File: config.mk
export PLATFORM = sky130hd
export DESIGN_NAME = mul_hilo_ctrl_flat
export DESIGN_NICKNAME = d
export VERILOG_FILES = /design/src/rtl/mul_hilo_ctrl_if.sv /design/src/rtl/mul_hilo_ctrl.sv /design/src/flat_wrapper.sv
export SDC_FILE = /design/constraint.sdc
export NUM_CORES = 1
export LEC_CHECK = 0
export CAP_MARGIN = 20
export CORE_ASPECT_RATIO = 0.7
export CORE_UTILIZATION = 45
export DETAILED_ROUTE_END_ITERATION = 10
export DONT_BUFFER_PORTS = 1
export HOLD_SLACK_MARGIN = 0.1
export MAX_ROUTING_LAYER = met4
export PLACE_DENSITY = 0.7
export SETUP_SLACK_MARGIN = 0.3
export SYNTH_ARGS = -nofsm -noshare
export SYNTH_HDL_FRONTEND = slang
export SYNTH_SLANG_ARGS = --single-unit
File: constraint.sdc
create_clock -name clk -period 3.9 [get_ports clk]
set_input_delay 0.39 -clock clk [delete_from_list [all_inputs] [get_ports clk]]
set_output_delay 0.39 -clock clk [all_outputs]
set_load 0.01 [all_outputs]
File: src/rtl/mul_hilo_ctrl_if.sv
// Bus between the execute stage and the multi-cycle multiply / HI-LO unit.
// The master (pipeline) drives the launch, operand, abort and MTHI/MTLO signals.
// The slave (multiply controller) returns busy, the done pulse and HI/LO.
interface mul_hilo_ctrl_if #(
    parameter int WIDTH = 32
);
    logic             start;
    logic             op_signed;
    logic [WIDTH-1:0] a;
    logic [WIDTH-1:0] b;
    logic             abort;
    logic             mthi;
    logic             mtlo;
    logic [WIDTH-1:0] wdata;
    logic             busy;
    logic             done;
    logic [WIDTH-1:0] hi;
    logic [WIDTH-1:0] lo;

    modport master (
        output start, op_signed, a, b, abort, mthi, mtlo, wdata,
        input  busy, done, hi, lo
    );

    modport slave (
        input  start, op_signed, a, b, abort, mthi, mtlo, wdata,
        output busy, done, hi, lo
    );
endinterface

File: src/rtl/mul_hilo_ctrl.sv
// Multi-cycle MULT/MULTU controller with architectural HI/LO registers.
// The unit multiplies operand magnitudes with a radix-2 shift-add loop over WIDTH
// cycles, then applies the sign in a single FIX cycle and writes HI/LO.
// Sequence: IDLE -> CALC (WIDTH cycles) -> FIX -> DONE (one-cycle done pulse).
// MTHI/MTLO writes are taken only while the unit is not busy.
module mul_hilo_ctrl #(
    parameter int WIDTH = 32
) (
    input  logic             clk,
    input  logic             reset,
    mul_hilo_ctrl_if.slave   bus
);

    localparam int CW = $clog2(WIDTH) + 1;

    typedef enum logic [1:0] {
        S_IDLE = 2'd0,
        S_CALC = 2'd1,
        S_FIX  = 2'd2,
        S_DONE = 2'd3
    } state_t;

    state_t              r_state;
    logic [CW-1:0]       r_count;
    logic                r_busy;
    logic                r_done;

    logic [WIDTH-1:0]    r_mcand;
    logic [WIDTH-1:0]    r_mplier;
    logic [2*WIDTH-1:0]  r_acc;
    logic                r_neg;

    logic [WIDTH-1:0]    r_hi;
    logic [WIDTH-1:0]    r_lo;

    logic                w_idle;
    logic                w_accept;
    logic                w_last;
    logic [WIDTH-1:0]    w_a_mag;
    logic [WIDTH-1:0]    w_b_mag;
    logic                w_neg;
    logic [WIDTH:0]      w_sum;
    logic [2*WIDTH-1:0]  w_acc_shift;
    logic [2*WIDTH-1:0]  w_prod;

    // IDLE and DONE are the only states that accept a new multiply or MTHI/MTLO.
    assign w_idle   = (r_state == S_IDLE) || (r_state == S_DONE);
    assign w_accept = w_idle && bus.start;
    assign w_last   = (r_count == CW'(WIDTH - 1));

    // Operand magnitudes and result sign; the most negative value maps onto itself,
    // which is correct when the magnitude is read as unsigned.
    always_comb begin
        w_a_mag = bus.a;
        w_b_mag = bus.b;
        w_neg   = 1'b0;
        if (bus.op_signed) begin
            if (bus.a[WIDTH-1]) begin
                w_a_mag = ~bus.a + WIDTH'(1);
            end
            if (bus.b[WIDTH-1]) begin
                w_b_mag = ~bus.b + WIDTH'(1);
            end
            w_neg = bus.a[WIDTH-1] ^ bus.b[WIDTH-1];
        end
    end

    // One shift-add step: conditional add into the upper half with carry kept,
    // then the whole {carry, acc} shifts right by one.
    always_comb begin
        w_sum       = {1'b0, r_acc[2*WIDTH-1:WIDTH]}
                    + (r_mcand[0] ? {1'b0, r_mplier} : {(WIDTH+1){1'b0}});
        w_acc_shift = {w_sum, r_acc[WIDTH-1:1]};
        w_prod      = r_neg ? (~r_acc + (2*WIDTH)'(1)) : r_acc;
    end

    // Control FSM with registered busy/done; abort beats start and completion.
    always_ff @(posedge clk) begin
        if (!reset) begin
            r_state <= S_IDLE;
            r_count <= '0;
            r_busy  <= 1'b0;
            r_done  <= 1'b0;
        end else begin
            case (r_state)
                S_IDLE, S_DONE: begin
                    if (w_accept) begin
                        r_state <= S_CALC;
                        r_count <= '0;
                        r_busy  <= 1'b1;
                        r_done  <= 1'b0;
                    end else begin
                        r_state <= S_IDLE;
                        r_busy  <= 1'b0;
                        r_done  <= 1'b0;
                    end
                end
                S_CALC: begin
                    if (bus.abort) begin
                        r_state <= S_IDLE;
                        r_busy  <= 1'b0;
                        r_done  <= 1'b0;
                    end else if (w_last) begin
                        r_state <= S_FIX;
                        r_busy  <= 1'b1;
                        r_done  <= 1'b0;
                    end else begin
                        r_count <= r_count + CW'(1);
                        r_busy  <= 1'b1;
                        r_done  <= 1'b0;
                    end
                end
                S_FIX: begin
                    if (bus.abort) begin
                        r_state <= S_IDLE;
                        r_busy  <= 1'b0;
                        r_done  <= 1'b0;
                    end else begin
                        r_state <= S_DONE;
                        r_busy  <= 1'b0;
                        r_done  <= 1'b1;
                    end
                end
                default: begin
                    r_state <= S_IDLE;
                    r_busy  <= 1'b0;
                    r_done  <= 1'b0;
                end
            endcase
        end
    end

    // Operand latch on launch and shift-add accumulator advance during CALC.
    always_ff @(posedge clk) begin
        if (!reset) begin
            r_mcand  <= '0;
            r_mplier <= '0;
            r_acc    <= '0;
            r_neg    <= 1'b0;
        end else if (w_accept) begin
            r_mcand  <= w_a_mag;
            r_mplier <= w_b_mag;
            r_acc    <= '0;
            r_neg    <= w_neg;
        end else if ((r_state == S_CALC) && !bus.abort) begin
            r_mcand  <= r_mcand >> 1;
            r_acc    <= w_acc_shift;
        end
    end

    // HI/LO: written by a completed FIX cycle or by MTHI/MTLO while not busy.
    always_ff @(posedge clk) begin
        if (!reset) begin
            r_hi <= '0;
            r_lo <= '0;
        end else if (r_state == S_FIX) begin
            if (!bus.abort) begin
                r_hi <= w_prod[2*WIDTH-1:WIDTH];
                r_lo <= w_prod[WIDTH-1:0];
            end
        end else if (w_idle) begin
            if (bus.mthi) begin
                r_hi <= bus.wdata;
            end
            if (bus.mtlo) begin
                r_lo <= bus.wdata;
            end
        end
    end

    assign bus.busy = r_busy;
    assign bus.done = r_done;
    assign bus.hi   = r_hi;
    assign bus.lo   = r_lo;

endmodule

File: src/flat_wrapper.sv
// flat-port wrapper written by rule: the top's interface ports become plain ports
module mul_hilo_ctrl_flat 
#(
    parameter int WIDTH = 32
)
  (clk, reset, bus_start, bus_op_signed, bus_a, bus_b, bus_abort, bus_mthi, bus_mtlo, bus_wdata, bus_busy, bus_done, bus_hi, bus_lo);
  mul_hilo_ctrl_if #(.WIDTH(WIDTH)) bus_i ();
  input  logic clk;
  input  logic reset;
  input wire logic [$bits(bus_i.start)-1:0] bus_start;
  input wire logic [$bits(bus_i.op_signed)-1:0] bus_op_signed;
  input wire logic [$bits(bus_i.a)-1:0] bus_a;
  input wire logic [$bits(bus_i.b)-1:0] bus_b;
  input wire logic [$bits(bus_i.abort)-1:0] bus_abort;
  input wire logic [$bits(bus_i.mthi)-1:0] bus_mthi;
  input wire logic [$bits(bus_i.mtlo)-1:0] bus_mtlo;
  input wire logic [$bits(bus_i.wdata)-1:0] bus_wdata;
  output wire logic [$bits(bus_i.busy)-1:0] bus_busy;
  output wire logic [$bits(bus_i.done)-1:0] bus_done;
  output wire logic [$bits(bus_i.hi)-1:0] bus_hi;
  output wire logic [$bits(bus_i.lo)-1:0] bus_lo;
  assign bus_i.start = bus_start;
  assign bus_i.op_signed = bus_op_signed;
  assign bus_i.a = bus_a;
  assign bus_i.b = bus_b;
  assign bus_i.abort = bus_abort;
  assign bus_i.mthi = bus_mthi;
  assign bus_i.mtlo = bus_mtlo;
  assign bus_i.wdata = bus_wdata;
  assign bus_busy = bus_i.busy;
  assign bus_done = bus_i.done;
  assign bus_hi = bus_i.hi;
  assign bus_lo = bus_i.lo;
  mul_hilo_ctrl #(.WIDTH(WIDTH)) u_core (.clk(clk), .reset(reset), .bus(bus_i));
endmodule
==> flow_metrics.py <==
metrics = {
    "run_status": {
        "status": "finished clean",
    },
    "cts": {
        "cts_buffers": 22,
        "cts_htree_levels": 1,
        "worstSkewPairLatency_ns": 0.54,
        "clockBufferDepth": 3,
        "clkTransAtPathRegs_ns": 0.06,
        "clock_root_buffer_master": "clkbuf_16",
        "clock_sink_count": 203,
        "post_cts_buffers": 0,
        "cts_tree": "done",
    },
    "synthesis": {
        "avg_cell_area_syn_um2": 7.63,
        "yosysWarnings": 0,
        "syn_inst": 1640,
        "synth_area_um2": 12500,
        "synth-edff-count": 0,
        "synth.net_count": 1782,
        "leading_register_cell_type_out_of_synthesis": "dfxtp_1",
        "synth.distinct_cells": 84,
        "synth.ff_latch_count": 203,
        "async_flop_share_pct": 0,
        "seq_area_frac_synth_pct": 32.5,
    },
    "floorplan": {
        "initial_core_util_pct": 46.3,
        "chipHeight_um": 142,
        "core_region_area_um2": 27000,
        "die_width_um": 201,
        "placement_rows": 50,
        "design.die.area_um2": 28500,
        "boundaryPins": 169,
    },
    "drt": {
        "detailroute.via_count": 12064,
        "detail-route-antenna-nets": 0,
        "initialDrtViolationCount": 1327,
        "post_drt_via_cell_ratio": 6.02,
        "drt_first_pass_iters": 5,
        "finalWirelength_um": 38700,
        "route.detailed.drc": 0,
        "wl_per_cell_um": 19.3,
    },
    "global_routing": {
        "number_of_antenna_violations_at_the_first_check_in_global_routing": 1,
        "track_usage_pct": 27.4,
        "maximum_number_of_pins_on_one_net_before_global_route_repair": 84,
        "vias_in_the_first_global_route": 10822,
        "grt_first_pass_wirelength_um": 60700,
        "remaining_global_route_overflow": 0,
    },
    "timing": {
        "finalSetupViolCount": 0,
        "worst_clock_skew_ns": 0.0209,
        "fin_tns_setup_ns": 0,
        "setup_repair_after_global_routing_missed_its_margin": "false",
        "final_period_minus_worst_setup_slack_ns": 3.29,
        "final_min_period_over_clock_period_pct": 84.3,
        "max_clock_freq_ghz": 0.304,
        "slew_headroom_pct": 47.2,
        "worst_slew_pin_slew_ns": 0.792,
        "finalHoldViolations": 0,
        "final_max_slew_viol_count": 0,
    },
    "cells_and_area": {
        "post_route_cells_drive_above_1_share_pct": 5.43,
        "layout.nets": 1764,
        "fillerInstances": 2567,
        "post-route-util_pct": 51.6,
        "syn_to_final_growth_pct": 11.4,
    },
    "worst_setup_path": {
        "cp_cell_sequence": "and2_1 > ha_1 > and3_1 > o21ai_0 > a21boi_0 > o211ai_1 > a311oi_1 > nor2_1 > or4_1 > nand3_1",
        "critical-path-max-stage-delay_ns": 0.71,
        "critical_path.slowest_cell": "a311oi_1",
        "cpLargestDelayFamily": "compound AO/OA/AOI/OAI gates",
        "worst-path-buf-inv": 0,
        "critical_path_arrival_ns": 3.76,
        "path_max_fanout": 12,
        "critical_path.startpoint_type": "flip-flop",
        "worst_ep_required_time_ns": 4.38,
        "worstSetupEndpointType": "flip-flop",
        "worst-setup-path-type": "reg -> reg",
    },
    "placed_design": {
        "dp_hpwl_um": 28000,
        "io_buffer_count": 0,
        "place_congestion": 0.978,
    },
    "power": {
        "total_leakage_power_nw": 5.23,
        "vdd_ir_drop_max_uv": 324,
        "pwr_dens_nw_per_um2": 370,
    },
    "job": {
        "maxCapViolations": 0,
    },
    "worst_hold_path": {
        "holdCritPathClass": "in -> reg",
    },
}
## what timing repair did
item,in CTS,in global routing
endpoints found under the setup margin,0,2
resized for setup,0,2
endpoints found under the hold margin,58,1
hold buffers,45,1
## placed cells by master (no fill, tap or decap), types with 12 or more instances in the layout
cell	count
and3_1	13
nor2_1	163
o31ai_1	18
nor3_1	29
ha_1	37
a311oi_1	34
xor2_1	90
a21o_1	17
or3_1	20
a221oi_1	17
dlygate4sd3_1	46
nand2_1	248
inv_1	21
o21ai_0	96
xnor2_1	42
buf_4	19
nand4_1	15
dfxtp_1	202
nand3_1	48
and2_1	35
mux2i_1	12
o211ai_1	18
clkbuf_16	23
a21oi_1	156
a211oi_1	40
## registers in the layout, summed over array words and instances (netlist names)
| name | cells |
|---|---|
| u_core.r_acc | 64 |
| u_core.bus.hi | 32 |
| u_core.bus.lo | 32 |
| u_core.r_mcand | 32 |
| u_core.r_mplier | 32 |
| u_core.r_count | 6 |
| u_core.r_state | 2 |
| u_core.bus.busy | 1 |
| u_core.bus.done | 1 |
| u_core.r_neg | 1 |
## worst paths after layout
path | start | to | slack (ns) | depth (start not counted)
max reg2reg | u_core.r_mcand[0] | u_core.r_acc[52] | 0.61 | 10
max | u_core.r_mcand[0] | u_core.r_acc[52] | 0.61 | 10
min | bus_a[26] | u_core.r_mcand[26] | 0.11 | 3
min reg2reg | u_core.r_mplier[0] | u_core.r_mplier[0] | 0.46 | 2
## worst register-to-register path, delay by kind of cell (launching register included)
| family | cells | cell delay, ns |
|---|---|---|
| compound gates | 4 | 1.42 |
| flops | 1 | 0.42 |
| fa+ha+maj | 1 | 0.37 |
| simple gates | 5 | 1.04 |
## synth_stat cells (13+ instances only)
master / number / area share, %
a311oi_1: 34 / 2.4
and3_1: 13 / 0.65
inv_1: 22 / 0.66
dfxtp_1: 203 / 32
nand2_1: 250 / 7.5
nor2_1: 163 / 4.9
nand3_1: 48 / 1.9
a21oi_1: 156 / 6.2
and2_1: 36 / 1.8
xnor2_1: 42 / 2.9
o31ai_1: 18 / 1.1
clkbuf_1: 91 / 2.7
xor2_1: 90 / 6.3
o21ai_0: 96 / 3.8
nor3_1: 29 / 1.2
ha_1: 38 / 3.8
or3_1: 20 / 1.0
a211oi_1: 40 / 2.4
a21o_1: 17 / 1.0
nand4_1: 15 / 0.75
o211ai_1: 18 / 1.1
a221oi_1: 17 / 1.2
## area by class of cell
type	instances	area [µm²]	area share (%)
Tap cell	364	455	3.26
Inverter	24	91.3	0.655
Sequential cell	203	4070	29.1
Timing Repair Buffer	66	628	4.50
Clock buffer	29	607	4.35
Antenna cell	1	2.50	0.0179
Multi-Input combinational cell	1305	7930	56.8
Clock inverter	11	176	1.26
## power by group
group,switching [mW],total [mW],internal [mW]
clock network,0.905,2.28,1.37
registers,0.102,2.29,2.18
logic,0.369,0.596,0.227
## per-layer routing
metal / share of wire [%] / track usage [%] / up-vias
li1: - / - / 5866
met1: 47 / 39.7 / 5604
met2: 40 / 38.6 / 537
met3: 11 / 5.72 / 57
met4: 2.2 / 6.26 / 0
met5: 0 / - / -
## metrics by stage
step / hold slack (ns) / area [µm²] / power (mW) / cells / setup slack (ns)
finish: 0.109 / 14000 / 5.16 / 2003 / 0.612
detailed placement: 0.444 / 12700 / 2.87 / 1915 / 0.452
floorplan: 0.417 / 12500 / 2.72 / 1640 / 0.925
global route: 0.104 / 14000 / 5.34 / 2003 / 0.321
CTS: 0.100 / 13900 / 5.17 / 2000 / 0.427
global placement: 0.434 / 12700 / 2.86 / 1915 / 0.484
## cells by family after synthesis
kind of cell	share of synthesized area, %
AND/OR/NAND/NOR	24.4
buffers and inverters	4.51
flip-flops	32.5
XOR/XNOR	9.23
AO/OA/AOI/OAI	24.5
multiplexers	0.959
adder cells (fa/ha/maj)	3.96
(Power assumes the default switching activity.)
